`src/rtl/otf_converter_pkg.sv`:
```
// Shared encodings for the on-the-fly converter and the online multiplier
// digit-selection logic: signed-digit codes, FSM states, digit helpers.
package otf_converter_pkg;

  // Signed radix-2 digit encoding {neg,pos}
  localparam logic [1:0] DIG_ZERO = 2'b00;
  localparam logic [1:0] DIG_POS  = 2'b01;
  localparam logic [1:0] DIG_NEG  = 2'b10;
  localparam logic [1:0] DIG_ILL  = 2'b11;

  // Converter control states
  typedef enum logic [1:0] {
    ST_IDLE = 2'b00,
    ST_CONV = 2'b01,
    ST_DONE = 2'b10
  } state_t;

  // True when both digit rails are set, which has no numeric meaning
  function automatic logic dig_is_illegal(input logic [1:0] d);
    return (d == DIG_ILL);
  endfunction

endpackage

```
`src/rtl/otf_append.sv`:
```
// Combinational on-the-fly append step: given the running value Q and its
// companion QM = Q-1, produce both next values for one more signed digit.
// Only shifts and a fixed LSB are used; no carry chain is involved.
module otf_append
  import otf_converter_pkg::*;
#(
  parameter int Stage = 6
) (
  input  logic [Stage:0] q,
  input  logic [Stage:0] qm,
  input  logic [1:0]     digit,
  output logic [Stage:0] q_next,
  output logic [Stage:0] qm_next,
  output logic           illegal
);

  localparam logic [Stage:0] LSB_ONE = {{Stage{1'b0}}, 1'b1};

  logic [Stage:0] q_sh_s;
  logic [Stage:0] qm_sh_s;

  assign q_sh_s  = q  << 1'b1;
  assign qm_sh_s = qm << 1'b1;

  // Select the appended pair; illegal digits behave as zero
  always_comb begin
    q_next  = q_sh_s;
    qm_next = qm_sh_s | LSB_ONE;
    illegal = dig_is_illegal(digit);
    case (digit)
      DIG_POS: begin
        q_next  = q_sh_s | LSB_ONE;
        qm_next = q_sh_s;
      end
      DIG_NEG: begin
        q_next  = qm_sh_s | LSB_ONE;
        qm_next = qm_sh_s;
      end
      DIG_ZERO: begin
        q_next  = q_sh_s;
        qm_next = qm_sh_s | LSB_ONE;
      end
      DIG_ILL: begin
        q_next  = q_sh_s;
        qm_next = qm_sh_s | LSB_ONE;
      end
      default: begin
        q_next  = q_sh_s;
        qm_next = qm_sh_s | LSB_ONE;
      end
    endcase
  end

endmodule

```
`src/rtl/otf_converter.sv`:
```
// On-the-fly converter: turns an MSD-first stream of Stage signed radix-2
// digits into a two's-complement value of Stage+1 bits with no carry
// propagation. Control is a three-state FSM with a digit counter.
module otf_converter
  import otf_converter_pkg::*;
#(
  parameter int Stage = 6
) (
  input  logic           clk,
  input  logic           rst,
  input  logic           start,
  input  logic           digit_valid,
  input  logic [1:0]     digit,
  output logic           digit_ready,
  output logic [Stage:0] result,
  output logic           done,
  output logic           err
);

  localparam int CntW = $clog2(Stage + 1);
  localparam logic [CntW-1:0]  CNT_ONE  = CntW'(1);
  localparam logic [CntW-1:0]  LAST_CNT = CntW'(Stage - 1);
  localparam logic [Stage:0]   ALL_ONES = {(Stage + 1){1'b1}};
  localparam logic [Stage:0]   ALL_ZERO = {(Stage + 1){1'b0}};

  state_t          state_r;
  state_t          state_next_s;
  logic [CntW-1:0] cnt_r;
  logic [Stage:0]  q_r;
  logic [Stage:0]  qm_r;
  logic            err_r;

  logic            accept_s;
  logic            last_s;
  logic [Stage:0]  q_next_s;
  logic [Stage:0]  qm_next_s;
  logic            illegal_s;

  // A digit counts only in CONV and never in a start cycle
  assign accept_s = (state_r == ST_CONV) && digit_valid && !start;
  assign last_s   = (cnt_r == LAST_CNT);

  otf_append #(
    .Stage (Stage)
  ) u_append (
    .q       (q_r),
    .qm      (qm_r),
    .digit   (digit),
    .q_next  (q_next_s),
    .qm_next (qm_next_s),
    .illegal (illegal_s)
  );

  // State register
  always_ff @(posedge clk or posedge rst) begin
    if (rst) begin
      state_r <= ST_IDLE;
    end else begin
      state_r <= state_next_s;
    end
  end

  // Next-state logic; start wins from every state
  always_comb begin
    state_next_s = state_r;
    if (start) begin
      state_next_s = ST_CONV;
    end else begin
      case (state_r)
        ST_IDLE: state_next_s = ST_IDLE;
        ST_CONV: begin
          if (accept_s && last_s) begin
            state_next_s = ST_DONE;
          end else begin
            state_next_s = ST_CONV;
          end
        end
        ST_DONE: state_next_s = ST_DONE;
        default: state_next_s = ST_IDLE;
      endcase
    end
  end

  // Running value pair, digit counter and sticky error flag
  always_ff @(posedge clk or posedge rst) begin
    if (rst) begin
      q_r   <= ALL_ZERO;
      qm_r  <= ALL_ONES;
      cnt_r <= {CntW{1'b0}};
      err_r <= 1'b0;
    end else if (start) begin
      q_r   <= ALL_ZERO;
      qm_r  <= ALL_ONES;
      cnt_r <= {CntW{1'b0}};
      err_r <= 1'b0;
    end else if (accept_s) begin
      q_r   <= q_next_s;
      qm_r  <= qm_next_s;
      cnt_r <= cnt_r + CNT_ONE;
      err_r <= err_r | illegal_s;
    end else begin
      q_r   <= q_r;
      qm_r  <= qm_r;
      cnt_r <= cnt_r;
      err_r <= err_r;
    end
  end

  // Outputs come straight from registers so no input reaches them combinationally
  assign result      = q_r;
  assign err         = err_r;
  assign done        = (state_r == ST_DONE);
  assign digit_ready = (state_r == ST_CONV);

endmodule

```
`config.mk`:
```
export PLATFORM = sky130hd
export DESIGN_NAME = otf_converter
export DESIGN_NICKNAME = d
export VERILOG_FILES = /design/src/rtl/otf_converter_pkg.sv /design/src/rtl/otf_append.sv /design/src/rtl/otf_converter.sv
export SDC_FILE = /design/constraint.sdc
export NUM_CORES = 1
export LEC_CHECK = 0
export ABC_AREA = 1
export BUFFER_PORTS_ARGS = -buffer_cell sky130_fd_sc_hd__buf_2
export CORE_MARGIN = 2
export CORE_UTILIZATION = 55
export CTS_CLUSTER_DIAMETER = 80
export DETAILED_ROUTE_END_ITERATION = 16
export PLACE_DENSITY = 0.81
export SLEW_MARGIN = 25
export SYNTH_ARGS = -nofsm -noshare
export SYNTH_HDL_FRONTEND = slang
export SYNTH_SLANG_ARGS = --single-unit
```
`constraint.sdc`:
```
create_clock -name clk -period 1.55 [get_ports clk]
set_input_delay 0.155 -clock clk [delete_from_list [all_inputs] [get_ports clk]]
set_output_delay 0.155 -clock clk [all_outputs]
set_load 0.01 [all_outputs]
```
==> results.toml, run 1 <==
[global_routing]
grt_util_met3_pct = 3.37
grtUsageMet2_pct = 33.8
met1_usage_pct = 26.7
gr-usage-all-layers_pct = 20.3
antenna_found_initial = 0
grt-ovfl-total = 0
grt_pass1_vias = 874
busiest_layer = "met2"
grt_pass1_wl_um = 3730
grt_max_degree = 20

[floorplanning]
fp.dieH_um = 49.0
core_mm2 = 0.00194
rows = 16
fp.dieArea_mm2 = 0.00240
die_x_um = 49.0
initial_core_util_pct = 57.3
ios = 16

[routing]
drc = 0
num_vias = 944
dr.pass1.iters = 4
finalWirelength_um = 2150
ant_nets = 0
routedWlPerCell_um = 11.3
drt_iter0_markers = 34
via_per_inst = 4.94

[sta]
slew_viol_final = 0
clock_skew_ns = 0.00515
finalSetupTns_ns = 0
final_hold_viol_count = 0
maxSlewHeadroom_pct = 53.6
tightest_slew_ns = 0.695
period_minus_slack_ns = 1.36
rsz0062_at_grt = "no"
setup_viol = 0
fin_crit_sh_pct = 87.9
hold_slack_ns = 0.183
clock.fmax_mhz = 734

[critical_path]
crit_type = "flip-flop to flip-flop"
cp_slowest_cell = "dfrtp_1"
cp-end-kind = "flip-flop"
cp.required_ns = 1.77
crit_path_start_kind = "flip-flop"
cp_max_fo = 12
crit_top_cell = "inv_1"
critPathMaxStageDelay_ns = 0.41
cp_cell_sequence = "inv_1 -> ha_1 -> nand2_2 -> nor2_4 -> buf_12 -> inv_1 -> o22ai_1"
cp.arrival_ns = 1.58

[logic_synthesis]
syn-num-nets = 160
yosysTopAreaCell = "dfrtp_1"
ys_warn_count = 0
netlist_area_mm2 = 0.00111
seq_area_frac_synth_pct = 43.4
ys_ff_latch = 19
yosysTopAreaCellShare_pct = 29.2
synth_cell_types = 22
synth.avg_cell_area_um2 = 7.58
syn_inst = 147
yosys-top-cells-area = "dfrtp_1 (29%), nand2_1 (17%), dfstp_2 (14%)"

[clock_tree]
cts_buffers = 3
clk_pin_slew_ns = 0.11
cts_tree = "done"
clock_latency_ns = 0.30
clockRootBuffer = "clkbuf_4"
cts.sinks = 19
ctsHtreeMaxLevel = 1
cts_resized = 0
clockBufferDepth = 2

[hold_path]
min_path_type = "input port to flip-flop"

[layout]
nNetsFinal = 178
final_cell_mix = "nand2_1 (51), inv_1 (16), nor2_1 (16)"
drive_above_1_share_pct = 23.2
area_delta_synth_final_pct = 12.1
fin_cells = 191
n_fill_cell = 190
n_antenna_cell = 0
postLayoutCoreUtil_pct = 64.3
layout_commonest_cell = "nand2_1"

[placed_design]
dp.final_hpwl_um = 1570
dp.cells = 185
port_buffers = 15
place.gp.congestion = 0.847

[power_and_ir_drop]
ir_drop_mv = 0.509
power_mw = 0.999
power_density_mw_per_mm2 = 800
p_leak_nw = 0.720

[run_status]
status = "finished clean"

[job]
max_cap_viol_count = 0
[final timing paths]
path                       startpoint          to  slack (ns)  depth (start not counted)
max reg2reg                state_r[1]    cnt_r[1]        0.19                          7
min in group asynchronous         rst  state_r[0]        0.49                          3
min                             start  state_r[0]        0.18                          3
min reg2reg                 result[6]   result[6]        0.48                          2
max                        state_r[1]    cnt_r[1]        0.19                          7
max in group asynchronous         rst   result[1]        0.62                          3
[flip-flops by register name, indices dropped and copies added, names as in the netlist]
name	count
qm_r	6
cnt_r	3
state_r	2
err	1
result	7
[repair_timing]
item                                    in CTS  in global routing
hold endpoints to repair                    13                  0
hold buffers                                 1                  0
endpoints found under the setup margin       0                  2
setup buffers                                0                  1
[power by group]
| part | internal [mW] | switching (mW) | leakage, nW |
|---|---|---|---|
| sequential | 0.540 | 0.0274 | 0.235 |
| clock | 0.100 | 0.149 | 0.0150 |
| combinational | 0.0687 | 0.113 | 0.470 |
| total | 0.709 | 0.290 | 0.720 |
[cell type report]
cell class | instances | area, um2 | area share (%)
Multi-Input combinational cell | 104 | 522 | 41.8
Sequential cell | 19 | 483 | 38.7
Timing Repair Buffer | 18 | 113 | 9.02
Inverter | 19 | 71.3 | 5.71
Tap cell | 27 | 33.8 | 2.71
Clock buffer | 4 | 26.3 | 2.10
[per-layer routing]
layer	up-vias	wire length, um
met5	-	0
met4	0	30
met3	4	99
met2	23	1010
met1	433	1010
li1	484	-
[stage by stage]
stage | setup WS [ns] | area, um2
floorplan | 0.275 | 1110
global placement | 0.233 | 1190
detailed placement | 0.132 | 1190
CTS | 0.0967 | 1230
global route | 0.0897 | 1250
finish | 0.187 | 1250
[cells by family after synthesis]
| group | share of synthesized area [%] |
|---|---|
| simple gates | 33.0 |
| buf+inv | 9.77 |
| flops | 43.4 |
| compound gates | 5.95 |
| fa+ha+maj | 7.86 |
[critical path, delay by kind of cell (launching register included)]
family / cells / cell delay (ns)
AOI/OAI and AO/OA: 1 / 0.13
adders and majority gates: 1 / 0.19
buffers and inverters: 3 / 0.28
DFF: 1 / 0.41
and+or+nand+nor: 2 / 0.28
[synthesized netlist by cell type]
| master | number |
|---|---|
| o21ai_1 | 1 |
| nor2_1 | 16 |
| o22ai_1 | 2 |
| dfrtp_1 | 13 |
| nor2_2 | 1 |
| nor2_4 | 1 |
| nand2_2 | 2 |
| ha_1 | 7 |
| o21ai_0 | 5 |
| or2_1 | 1 |
| nand3_1 | 8 |
| nor3_1 | 1 |
| a21oi_2 | 1 |
| buf_2 | 3 |
| inv_1 | 16 |
| dfstp_2 | 6 |
| buf_6 | 2 |
| nand2_4 | 2 |
| nand2_1 | 51 |
| inv_2 | 3 |
| or2_2 | 2 |
| a21oi_1 | 3 |
No activity file was read; power rests on OpenSTA's default activity.
==> run 2, diff against run 1 <==
--- a/config.mk
+++ b/config.mk
@@ -11,6 +11,7 @@
 export CORE_UTILIZATION = 55
 export CTS_CLUSTER_DIAMETER = 80
 export DETAILED_ROUTE_END_ITERATION = 16
+export GPL_TIMING_DRIVEN = 0
 export PLACE_DENSITY = 0.81
 export SLEW_MARGIN = 25
 export SYNTH_ARGS = -nofsm -noshare
==> results.toml, run 2 (synthesis gave the netlist of run 1 again) <==
[routing]
ant_nets = 0
drc = 0
routedWlPerCell_um = 11.0
num_vias = 939
drt_iter0_markers = 25
finalWirelength_um = 2140
via_per_inst = 4.84
dr.pass1.iters = 7

[placed_design]
port_buffers = 15
dp.final_hpwl_um = 1570
place.gp.congestion = 0.824

[clock_tree]
cts_tree = "done"
ctsHtreeMaxLevel = 1
clock_latency_ns = 0.30
cts.sinks = 19
clockRootBuffer = "clkbuf_4"
cts_buffers = 3
cts_resized = 0
clk_pin_slew_ns = 0.10
postCtsSetupBuffers = 0
clockBufferDepth = 2

[sta]
clock_skew_ns = 0.00383
finalSetupTns_ns = 0
final_hold_viol_count = 0
clock.fmax_mhz = 739
rsz0062_at_grt = "no"
tightest_slew_ns = 0.713
setup_viol = 0
slew_viol_final = 0
maxSlewHeadroom_pct = 52.4
hold_slack_ns = 0.189
period_minus_slack_ns = 1.35
fin_crit_sh_pct = 87.3

[global_routing]
gr-usage-all-layers_pct = 20.4
grt_max_degree = 20
antenna_found_initial = 0
grt_pass1_wl_um = 3750
grt_pass1_vias = 888
grt-ovfl-total = 0

[floorplanning]
core_mm2 = 0.00194
rows = 16
initial_core_util_pct = 57.3
fp.dieArea_mm2 = 0.00240
die_x_um = 49.0
ios = 16
fp.dieH_um = 49.0

[power_and_ir_drop]
clkPwrFrac_pct = 25.2
p_switching_mw = 0.292
power_mw = 1.00
p_int_mw = 0.709
switching_share_pct = 29.1
power_density_mw_per_mm2 = 795
p_leak_nw = 0.732
combPwrFrac_pct = 18.3
ir_drop_mv = 0.626
seqPwrFrac_pct = 56.5

[critical_path]
crit_path_start_kind = "flip-flop"
cp.arrival_ns = 1.56
cp-end-kind = "flip-flop"
timing.rr.start = "state_r[1]"
setup.worst_path.start = "state_r[1]"
crit_type = "flip-flop to flip-flop"
cp_max_fo = 10
cp.required_ns = 1.75

[layout]
layout_commonest_cell = "nand2_1"
nNetsFinal = 181
drive_above_1_share_pct = 24.6
area_delta_synth_final_pct = 13.0
largest_reg_flops = 7
n_antenna_cell = 0
final_cell_mix = "nand2_1 (51), buf_2 (18), inv_1 (16), nor2_1 (16), dfrtp_1 (13)"

[run_status]
status = "finished clean"

[job]
max_cap_viol_count = 0

[hold_path]
worstHoldStart = "start"
min_path_type = "input port to flip-flop"
==> run 2: changes by cell type in the layout (fill, tap and decap cells not counted) <==
cell,delta
buf_6,+2
buf_4,-1
buf_12,-1
buf_2,+3
==> run 2: metrics by stage <==
step	cells	instance area, um2	setup WS (ns)	utilization (%)
after CTS	194	1260	0.188	64.8
final	194	1260	0.197	64.8
after global routing	194	1260	0.0550	64.8
after detailed placement	189	1220	0.213	63.0
after global placement	189	1220	0.241	63.0
after floorplan	147	1110	0.275	-
==> run 2: layout make-up <==
cell class | instances | area (um2)
repair buffers | 16 | 85.1
plain buffers | 5 | 37.5
clock buffers | 4 | 26.3
multi-input cells | 104 | 522
well taps | 27 | 33.8
inverters | 19 | 71.3
fillers | 184 | 683
flip-flops and latches | 19 | 483
==> run 2: power groups by stage <==
stage	clock network, mW	registers [mW]	logic, mW
global route	0.277	0.571	0.211
floorplan	0	0.575	0.126
detailed placement	0	0.574	0.182
CTS	0.256	0.565	0.185
global placement	0	0.573	0.175
finish	0.252	0.565	0.183
==> run 2: worst max-delay path: stages, from the launching register on <==
cell and delay [ns]:
dfrtp_1 0.40, inv_1 0.06, ha_1 0.20, nand2_2 0.12, nor2_4 0.15, buf_6 0.17, nand2_4 0.05, nand2_1 0.05
nand2_1 0.05
==> run 2: path summary, 6_finish.rpt <==
kind	endpoint	slack, ns	cells past startpoint
setup reg to reg	state_r[0]	0.20	8
max in group asynchronous	result[1]	0.60	3
hold / removal	state_r[0]	0.19	3
hold reg to reg	qm_r[3]	0.49	2
setup / recovery	state_r[0]	0.20	8
min in group asynchronous	state_r[1]	0.50	3
==> run 2: metal layers <==
| layer | track usage (%) | wire length [um] | vias up |
|---|---|---|---|
| li1 | - | - | 483 |
| met1 | 26.3 | 986 | 425 |
| met2 | 34.2 | 1020 | 26 |
| met3 | 3.68 | 94 | 5 |
| met4 | 7.14 | 38 | 0 |
| met5 | 0 | 0 | - |
==> run 2: what timing repair did <==
item	4_1_cts	5_1_grt
endpoints found under the setup margin	0	0
hold endpoints to repair	13	0
hold buffers	1	0
